## config.mk

```make
export PLATFORM = sky130hd
export DESIGN_NAME = logic_unit_pipe_flat
export DESIGN_NICKNAME = d
export VERILOG_FILES = /design/src/rtl/logic_unit_pipe_if.sv /design/src/rtl/logic_unit_pipe.sv /design/src/flat_wrapper.sv
export SDC_FILE = /design/constraint.sdc
export NUM_CORES = 1
export LEC_CHECK = 0
export CORE_MARGIN = 4
export CORE_UTILIZATION = 54
export DETAILED_ROUTE_END_ITERATION = 8
export PLACE_DENSITY = 0.86
export SYNTH_ARGS = -nofsm -noshare
export SYNTH_HDL_FRONTEND = slang
export SYNTH_SLANG_ARGS = --single-unit
```

## constraint.sdc

```tcl
create_clock -name clk -period 3.7 [get_ports clk]
set_input_delay 0.925 -clock clk [delete_from_list [all_inputs] [get_ports clk]]
set_output_delay 0.925 -clock clk [all_outputs]
set_load 0.1 [all_outputs]
```

## src/rtl/logic_unit_pipe_if.sv

```systemverilog
// Operand/result handshake bundle for logic_unit_pipe.
// The master drives operands and result-ready; the slave (the unit) answers.
interface logic_unit_pipe_if #(
    parameter int WIDTH = 8
);
    logic             in_valid;
    logic             in_ready;
    logic [WIDTH-1:0] in_a;
    logic [WIDTH-1:0] in_b;
    logic [2:0]       in_op;
    logic             out_valid;
    logic             out_ready;
    logic [WIDTH-1:0] out_y;
    logic [2:0]       out_op;

    modport master (
        output in_valid, in_a, in_b, in_op, out_ready,
        input  in_ready, out_valid, out_y, out_op
    );

    modport slave (
        input  in_valid, in_a, in_b, in_op, out_ready,
        output in_ready, out_valid, out_y, out_op
    );
endinterface

```

## src/rtl/logic_unit_pipe.sv

```systemverilog
// Registered WIDTH-bit logic unit (8 ops, 1-cycle latency) with a built-in
// truth-table sweep that self-checks the gate set across all lanes.
//
// state | meaning
// IDLE  | normal operation, operands accepted
// DRAIN | sweep requested, waiting for a pending result to be consumed
// RUN   | applying sweep vector k = 0..31, one per cycle
// DONE  | one-cycle completion pulse, then back to IDLE
module logic_unit_pipe #(
    parameter int WIDTH = 8,
    parameter int CNT_W = 16
) (
    input  logic             clk,
    input  logic             rst,
    logic_unit_pipe_if.slave bus,
    input  logic             sweep_start,
    output logic             sweep_busy,
    output logic             sweep_done,
    output logic [31:0]      sweep_tt,
    output logic             sweep_err,
    output logic [CNT_W-1:0] op_count
);

    typedef enum logic [1:0] {IDLE, DRAIN, RUN, DONE} state_t;

    state_t             state_q, state_d;
    logic [4:0]         k_q, k_d;
    logic [31:0]        tt_q, tt_d;
    logic               err_q, err_d;
    logic               out_valid_q, out_valid_d;
    logic [WIDTH-1:0]   out_y_q, out_y_d;
    logic [2:0]         out_op_q, out_op_d;
    logic [CNT_W-1:0]   cnt_q, cnt_d;

    logic               in_ready;
    logic               accept;
    logic [WIDTH-1:0]   sw_y;

    function automatic logic [WIDTH-1:0] logic_op(input logic [2:0] op,
                                                  input logic [WIDTH-1:0] a,
                                                  input logic [WIDTH-1:0] b);
        case (op)
            3'd0:    return a & b;
            3'd1:    return a | b;
            3'd2:    return ~a;
            3'd3:    return a ^ b;
            3'd4:    return ~(a & b);
            3'd5:    return ~(a | b);
            3'd6:    return ~(a ^ b);
            default: return a;
        endcase
    endfunction

    // in_ready is forced low while reset is asserted so nothing is taken in that cycle
    assign in_ready = !rst && (state_q == IDLE) && (!out_valid_q || bus.out_ready);
    assign accept   = bus.in_valid && in_ready;

    // Sweep operands are full-lane replicas of pattern bits, so a healthy result is uniform
    assign sw_y = logic_op(k_q[4:2], {WIDTH{k_q[1]}}, {WIDTH{k_q[0]}});

    always_comb begin
        state_d     = state_q;
        k_d         = k_q;
        tt_d        = tt_q;
        err_d       = err_q;
        out_valid_d = out_valid_q;
        out_y_d     = out_y_q;
        out_op_d    = out_op_q;
        cnt_d       = cnt_q;

        if (accept) begin
            out_valid_d = 1'b1;
            out_y_d     = logic_op(bus.in_op, bus.in_a, bus.in_b);
            out_op_d    = bus.in_op;
            cnt_d       = cnt_q + CNT_W'(1);
        end else if (out_valid_q && bus.out_ready) begin
            out_valid_d = 1'b0;
        end

        case (state_q)
            IDLE: begin
                if (sweep_start) state_d = DRAIN;
            end
            DRAIN: begin
                if (!out_valid_q) begin
                    state_d = RUN;
                    k_d     = 5'd0;
                    tt_d    = 32'd0;
                    err_d   = 1'b0;
                end
            end
            RUN: begin
                tt_d[k_q] = sw_y[0];
                if ((sw_y != '0) && (sw_y != '1)) err_d = 1'b1;
                k_d = k_q + 5'd1;
                if (k_q == 5'd31) state_d = DONE;
            end
            default: state_d = IDLE;
        endcase
    end

    always_ff @(posedge clk) begin
        if (rst) begin
            state_q     <= IDLE;
            k_q         <= 5'd0;
            tt_q        <= 32'd0;
            err_q       <= 1'b0;
            out_valid_q <= 1'b0;
            out_y_q     <= '0;
            out_op_q    <= 3'd0;
            cnt_q       <= '0;
        end else begin
            state_q     <= state_d;
            k_q         <= k_d;
            tt_q        <= tt_d;
            err_q       <= err_d;
            out_valid_q <= out_valid_d;
            out_y_q     <= out_y_d;
            out_op_q    <= out_op_d;
            cnt_q       <= cnt_d;
        end
    end

    assign bus.in_ready  = in_ready;
    assign bus.out_valid = out_valid_q;
    assign bus.out_y     = out_y_q;
    assign bus.out_op    = out_op_q;
    assign sweep_busy    = (state_q == DRAIN) || (state_q == RUN);
    assign sweep_done    = (state_q == DONE);
    assign sweep_tt      = tt_q;
    assign sweep_err     = err_q;
    assign op_count      = cnt_q;

endmodule

```

## src/flat_wrapper.sv

```systemverilog
// flat-port wrapper written by rule: the top's interface ports become plain ports
module logic_unit_pipe_flat 
#(
    parameter int WIDTH = 8,
    parameter int CNT_W = 16
)
  (clk, rst, sweep_start, sweep_busy, sweep_done, sweep_tt, sweep_err, op_count, bus_in_valid, bus_in_a, bus_in_b, bus_in_op, bus_out_ready, bus_in_ready, bus_out_valid, bus_out_y, bus_out_op);
  logic_unit_pipe_if #(.WIDTH(WIDTH)) bus_i ();
  input  logic clk;
  input  logic rst;
  input  logic sweep_start;
  output logic sweep_busy;
  output logic sweep_done;
  output logic [31:0] sweep_tt;
  output logic sweep_err;
  output logic [CNT_W-1:0] op_count;
  input wire logic [$bits(bus_i.in_valid)-1:0] bus_in_valid;
  input wire logic [$bits(bus_i.in_a)-1:0] bus_in_a;
  input wire logic [$bits(bus_i.in_b)-1:0] bus_in_b;
  input wire logic [$bits(bus_i.in_op)-1:0] bus_in_op;
  input wire logic [$bits(bus_i.out_ready)-1:0] bus_out_ready;
  output wire logic [$bits(bus_i.in_ready)-1:0] bus_in_ready;
  output wire logic [$bits(bus_i.out_valid)-1:0] bus_out_valid;
  output wire logic [$bits(bus_i.out_y)-1:0] bus_out_y;
  output wire logic [$bits(bus_i.out_op)-1:0] bus_out_op;
  assign bus_i.in_valid = bus_in_valid;
  assign bus_i.in_a = bus_in_a;
  assign bus_i.in_b = bus_in_b;
  assign bus_i.in_op = bus_in_op;
  assign bus_i.out_ready = bus_out_ready;
  assign bus_in_ready = bus_i.in_ready;
  assign bus_out_valid = bus_i.out_valid;
  assign bus_out_y = bus_i.out_y;
  assign bus_out_op = bus_i.out_op;
  logic_unit_pipe #(.WIDTH(WIDTH), .CNT_W(CNT_W)) u_core (.clk(clk), .rst(rst), .bus(bus_i), .sweep_start(sweep_start), .sweep_busy(sweep_busy), .sweep_done(sweep_done), .sweep_tt(sweep_tt), .sweep_err(sweep_err), .op_count(op_count));
endmodule
```

* Yosys cells after proc, flatten, opt, wreduce, memory -nomap -nowiden
Index checks and enable logic that the tools add are counted.
** Operators by class
- Reductions and logical operators :: 19
- $mul :: 0
- $lt $le $gt $ge :: 2
- Shifts and indexed selects :: 0
- Bitwise operators :: 14
- Divide/modulo/power cells :: 0
- Eq/ne operators :: 21
- Multiplexer cells :: 18
- Add/sub/neg operators :: 2
** Operators by type and width (number)
- $pmux W8 S7 :: 2
- $not A8 Y8 :: 8
- $pmux W32 S2 :: 1
- $bwmux W32 :: 1
- $mux W32 :: 1
- $eq A3 B3 Y1 const B :: 6
- $add A16 B1 Y16 const B :: 1
- $and A8 B8 Y8 :: 2
- $or A8 B8 Y8 :: 2
- $xor A8 B8 Y8 :: 2
- $eq A3 B2 Y1 const B :: 4
- $pmux W5 S2 :: 1
- $ne A8 B8 Y1 const B :: 1
- $reduce_bool A8 Y1 :: 1
- $eq A3 B1 Y1 const B :: 2
- $logic_and A1 B1 Y1 :: 6
- $logic_not A3 Y1 :: 2
- $lt A5 B6 Y1 const B :: 1
- $mux W2 :: 3
- $pmux W2 S3 :: 1
- $reduce_and A3 Y1 :: 2
- $add A5 B1 Y5 const B :: 1
- $demux W1 S5 :: 1
- $eq A5 B5 Y1 const B :: 1
- 13 further kinds :: 23
** Storage, ports and cells
- RAM bits :: 0
- Memory bits (read-only) :: 0
- Input port bits :: 24
- Bits in registers :: 68
- Output and inout bits :: 64
- Latch bits :: 0
- Memories :: 0
- Word-level logic and storage cells :: 84

* Longest topological paths before layout
- Word-level depth :: 7
- Mapped depth :: 8
- Gate-level depth less buffers :: 6

* Worst setup path before layout
OpenSTA, ideal clock, no wires.
- Path type :: in2out
- Start point :: input port bus_out_ready
- End point :: output port bus_in_ready
- Cell stages on the path :: 3
- Data arrival time :: 1.932 ns
- Required time :: 2.775 ns
- Slack :: 0.843 ns
- Path buffers :: 1
- Path through :: nand2b_1 buf_4 and2_1
** Between the ends
- Word-level cells in the longest chain between the ends :: 2
** RTL lines
- start, declared :: line flat_wrapper.sv:21 : input wire logic [$bits(bus_i.out_ready)-1:0] bus_out_ready;
- $logic_or A1 B1 Y1 :: line logic_unit_pipe.sv:55 : assign in_ready = !rst && (state_q == IDLE) && (!out_valid_q || bus.out_ready);
- $logic_and A1 B1 Y1 :: line logic_unit_pipe.sv:55
- end, declared :: line flat_wrapper.sv:22 : output wire logic [$bits(bus_i.in_ready)-1:0] bus_in_ready;
Every way passes these cells.

* Final worst setup path
Ends and elaborated chain as after synthesis.

==> results.md <==
- Total track usage: 0.2221
- Sum Neg Setup Slack: 0 ns
- Via/cell ratio: 5.946
- Hold bufs inserted after CTS: 0
- First-pass GRT wire length: 15,590 um
- Drt total wl: 9320 um
- Vias in the first global route: 3,259
- Die Y: 91.14 um
- RSZ-0062 raised after global routing: no
- EDFF count, synth: 0
- IO Port Bufs: 87
- DR iter-0 viols: a little under 200
- Placed cell count: 562
- Deepest clock path buffer count: 2
- RR Endpoint: u_core.sweep_tt[22]$_SDFFE_PP0P_
- Final Power: about 2300 uW
- Worst Skew: 0.007583 ns
- Leading cell types by total area after synthesis: dfxtp_1, ha_1, a21oi_1
- Main synth FF type: dfxtp_1
- DP HPWL: 6535 um
- DR pass1 iterations: 5
- Mean area per synthesized cell: 8.844 um^2
- Initial antenna violation count: 0
- Num CTS Buffers: 9
- CP Data Required Time: between 2 and 3 ns
- Peak supply drop: 0.7612 mV
- Worst Tran Pin Value: just under 1 ns
- Critical Path End Type: output port
- Post-CTS sizing: 0
- Mapped cell area: 0.003732 mm^2
- Area Growth Syn to Fin: 27.69%
- Die area: between 0.008 and 0.009 mm^2
- Row cnt: 30
- YS warnings: 0
- CTS tree: built
- Worst Path Class, Setup: input port to output port
- DIE WIDTH: 91.14 um
- Clock latency on the worst-skew pair: 0.34 ns
- Worst Setup Start Kind: input port
- Largest net degree at the start of global routing: 39
- CP Max Fanout: 9
- # DRC: 0
- Nets: 543
- H-tree depth: 3
- Antenna-violating nets left: 0
- Clock-pin slew on the worst setup and hold paths: 0.07 ns
- Most frequent cell after synthesis: dfxtp_1
- Cell taking the most area after synthesis: dfxtp_1
- Pins Over Slew Limit: 0
- Final worst path period share: 0.8284
- Pleak: 0.001916 uW
- Fin cells: 578
- Hold Path Depth: 2
- Synth top area share: 0.3647
- Async set-reset flop share out of synthesis: 0
- Worst R2R Setup Slack: approximately 1.5 ns
- Wire per inst: 16.12 um
- Worst Path Arrival: 2.14 ns
- Net count after synthesis: 472
- Clk sinks: 68
- Final setup violation count: 0
- Total number of vias: 3,437
- Slew margin rel.: 0.3397
- Gp weighted congestion: 0.8587
- Min-Delay Endpoint: u_core.sweep_err$_SDFFE_PP0P_
- Setup bufs post-CTS: 0
- Pwr Density: 474.3 mW/mm^2
- Hold Fails Final Rpt: 0
- Unique masters post-synth: 46
- Root buffer cell: clkbuf_8
- Status: finished, final reports clean
- Max Freq: 326.3 MHz
- Layout cells sized above 1: 0.09237
- N_diodes: 0
- Fillers: 522
- FF+latch count, synth: 68
- Starting Density: 0.5524
- Period minus WS final: 3.065 ns
- GR Overflow Total: 0
- Worst reg2reg path startpoint: u_core.state_q[1]$_SDFFE_PP0P_
- Register area share after synthesis: 0.3647
- HP Class: register to register
- Max Cap Viol: 0
- Most instantiated cells after synthesis: dfxtp_1, a21oi_1, nor2_1
- Io pins: slightly below 90
- R2R cell count: 6
- Synth Instances: approximately 420
- Hold Path Origin: u_core.sweep_err$_SDFFE_PP0P_
- Core area: 0.006756 mm^2
where the power goes:
group | total (uW) | switching [uW] | leakage, uW | internal [uW]
Clock | 565 | 271 | 0.0000982 | 295
Combinational | 882 | 635 | 0.00127 | 248
Sequential | 813 | 38.0 | 0.000549 | 775
layout by cell type (no fill, tap or decap), types with 4 or more instances in the layout:
cell type	n
dfxtp_1	68
nand3_1	8
inv_1	29
xor2_1	13
a21oi_1	46
mux2i_1	19
and3_1	10
nand2b_1	4
a22oi_1	7
o31ai_1	6
nor2b_1	4
ha_1	26
or4_1	6
o221ai_1	8
a311oi_1	24
xnor2_1	9
clkdlybuf4s50_1	72
o21ai_0	8
clkbuf_8	12
nand4_1	11
nand2_1	17
buf_4	19
a211o_1	7
nor2_1	32
per-layer routing:
layer	vias up	part of all wire	track usage
met1	1638	0.43	0.2822
met2	104	0.49	0.3722
met3	16	0.054	0.03977
met5	-	0	0
met4	0	0.020	0.08794
li1	1679	-	-
sequential cells by signal (all words and copies together), names as in the netlist:
signal / cells
u_core.bus.out_y: 8
u_core.bus.out_valid: 1
u_core.bus.out_op: 3
u_core.op_count: 16
u_core.sweep_err: 1
u_core.state_q: 2
u_core.k_q: 5
u_core.sweep_tt: 32
worst max-delay path, cell delays in order:
cell and delay (ns):
clkdlybuf4s50_1 0.47, nand2b_1 0.32, and2_1 0.24, buf_12 0.19
cells by family after synthesis:
logic type / Yosys count / synth area share
buffers and inverters: 62 / 0.07140
XOR/XNOR: 22 / 0.05163
AND/OR/NAND/NOR: 111 / 0.1653
AO/OA/AOI/OAI: 114 / 0.2089
flip-flops: 68 / 0.3647
multiplexers: 19 / 0.05095
adder cells (fa/ha/maj): 26 / 0.08716
metrics by stage:
stage | util | setup WS (ns) | hold slack [ns] | area (um^2)
after global placement | 0.6776 | 0.6675 | 0.4224 | 4578
final | 0.7054 | 0.6351 | 0.4432 | 4766
after CTS | 0.7054 | 0.6258 | 0.4418 | 4766
after floorplan | - | 0.8428 | 0.5180 | 3732
after global routing | 0.7054 | 0.5843 | 0.4606 | 4766
after detailed placement | 0.6776 | 0.6643 | 0.4240 | 4578
how the worst max path moves through the flow:
stage          slack [ns]  cells after the start      endpoint           from
6_report             0.64                      4  bus_in_ready  bus_out_ready
5_1_grt              0.58                      4  bus_in_ready  bus_out_ready
4_1_cts              0.63                      4  bus_in_ready  bus_out_ready
3_5_place_dp         0.66                      4  bus_in_ready  bus_out_ready
3_3_place_gp         0.67                      4  bus_in_ready  bus_out_ready
2_1_floorplan        0.84                      3  bus_in_ready  bus_out_ready
final cells by class:
cell class,instances,area [um^2],area share
Multi-Input combinational cell,292,2105,0.4416
Sequential cell,68,1361,0.2856
Timing Repair Buffer,93,903.4,0.1896
Clock buffer,12,165.2,0.03465
Inverter,29,108.9,0.02284
Tap cell,80,100.1,0.02100
Clock inverter,4,22.52,0.004726
Note: power is estimated with default switching activity, not from simulation.
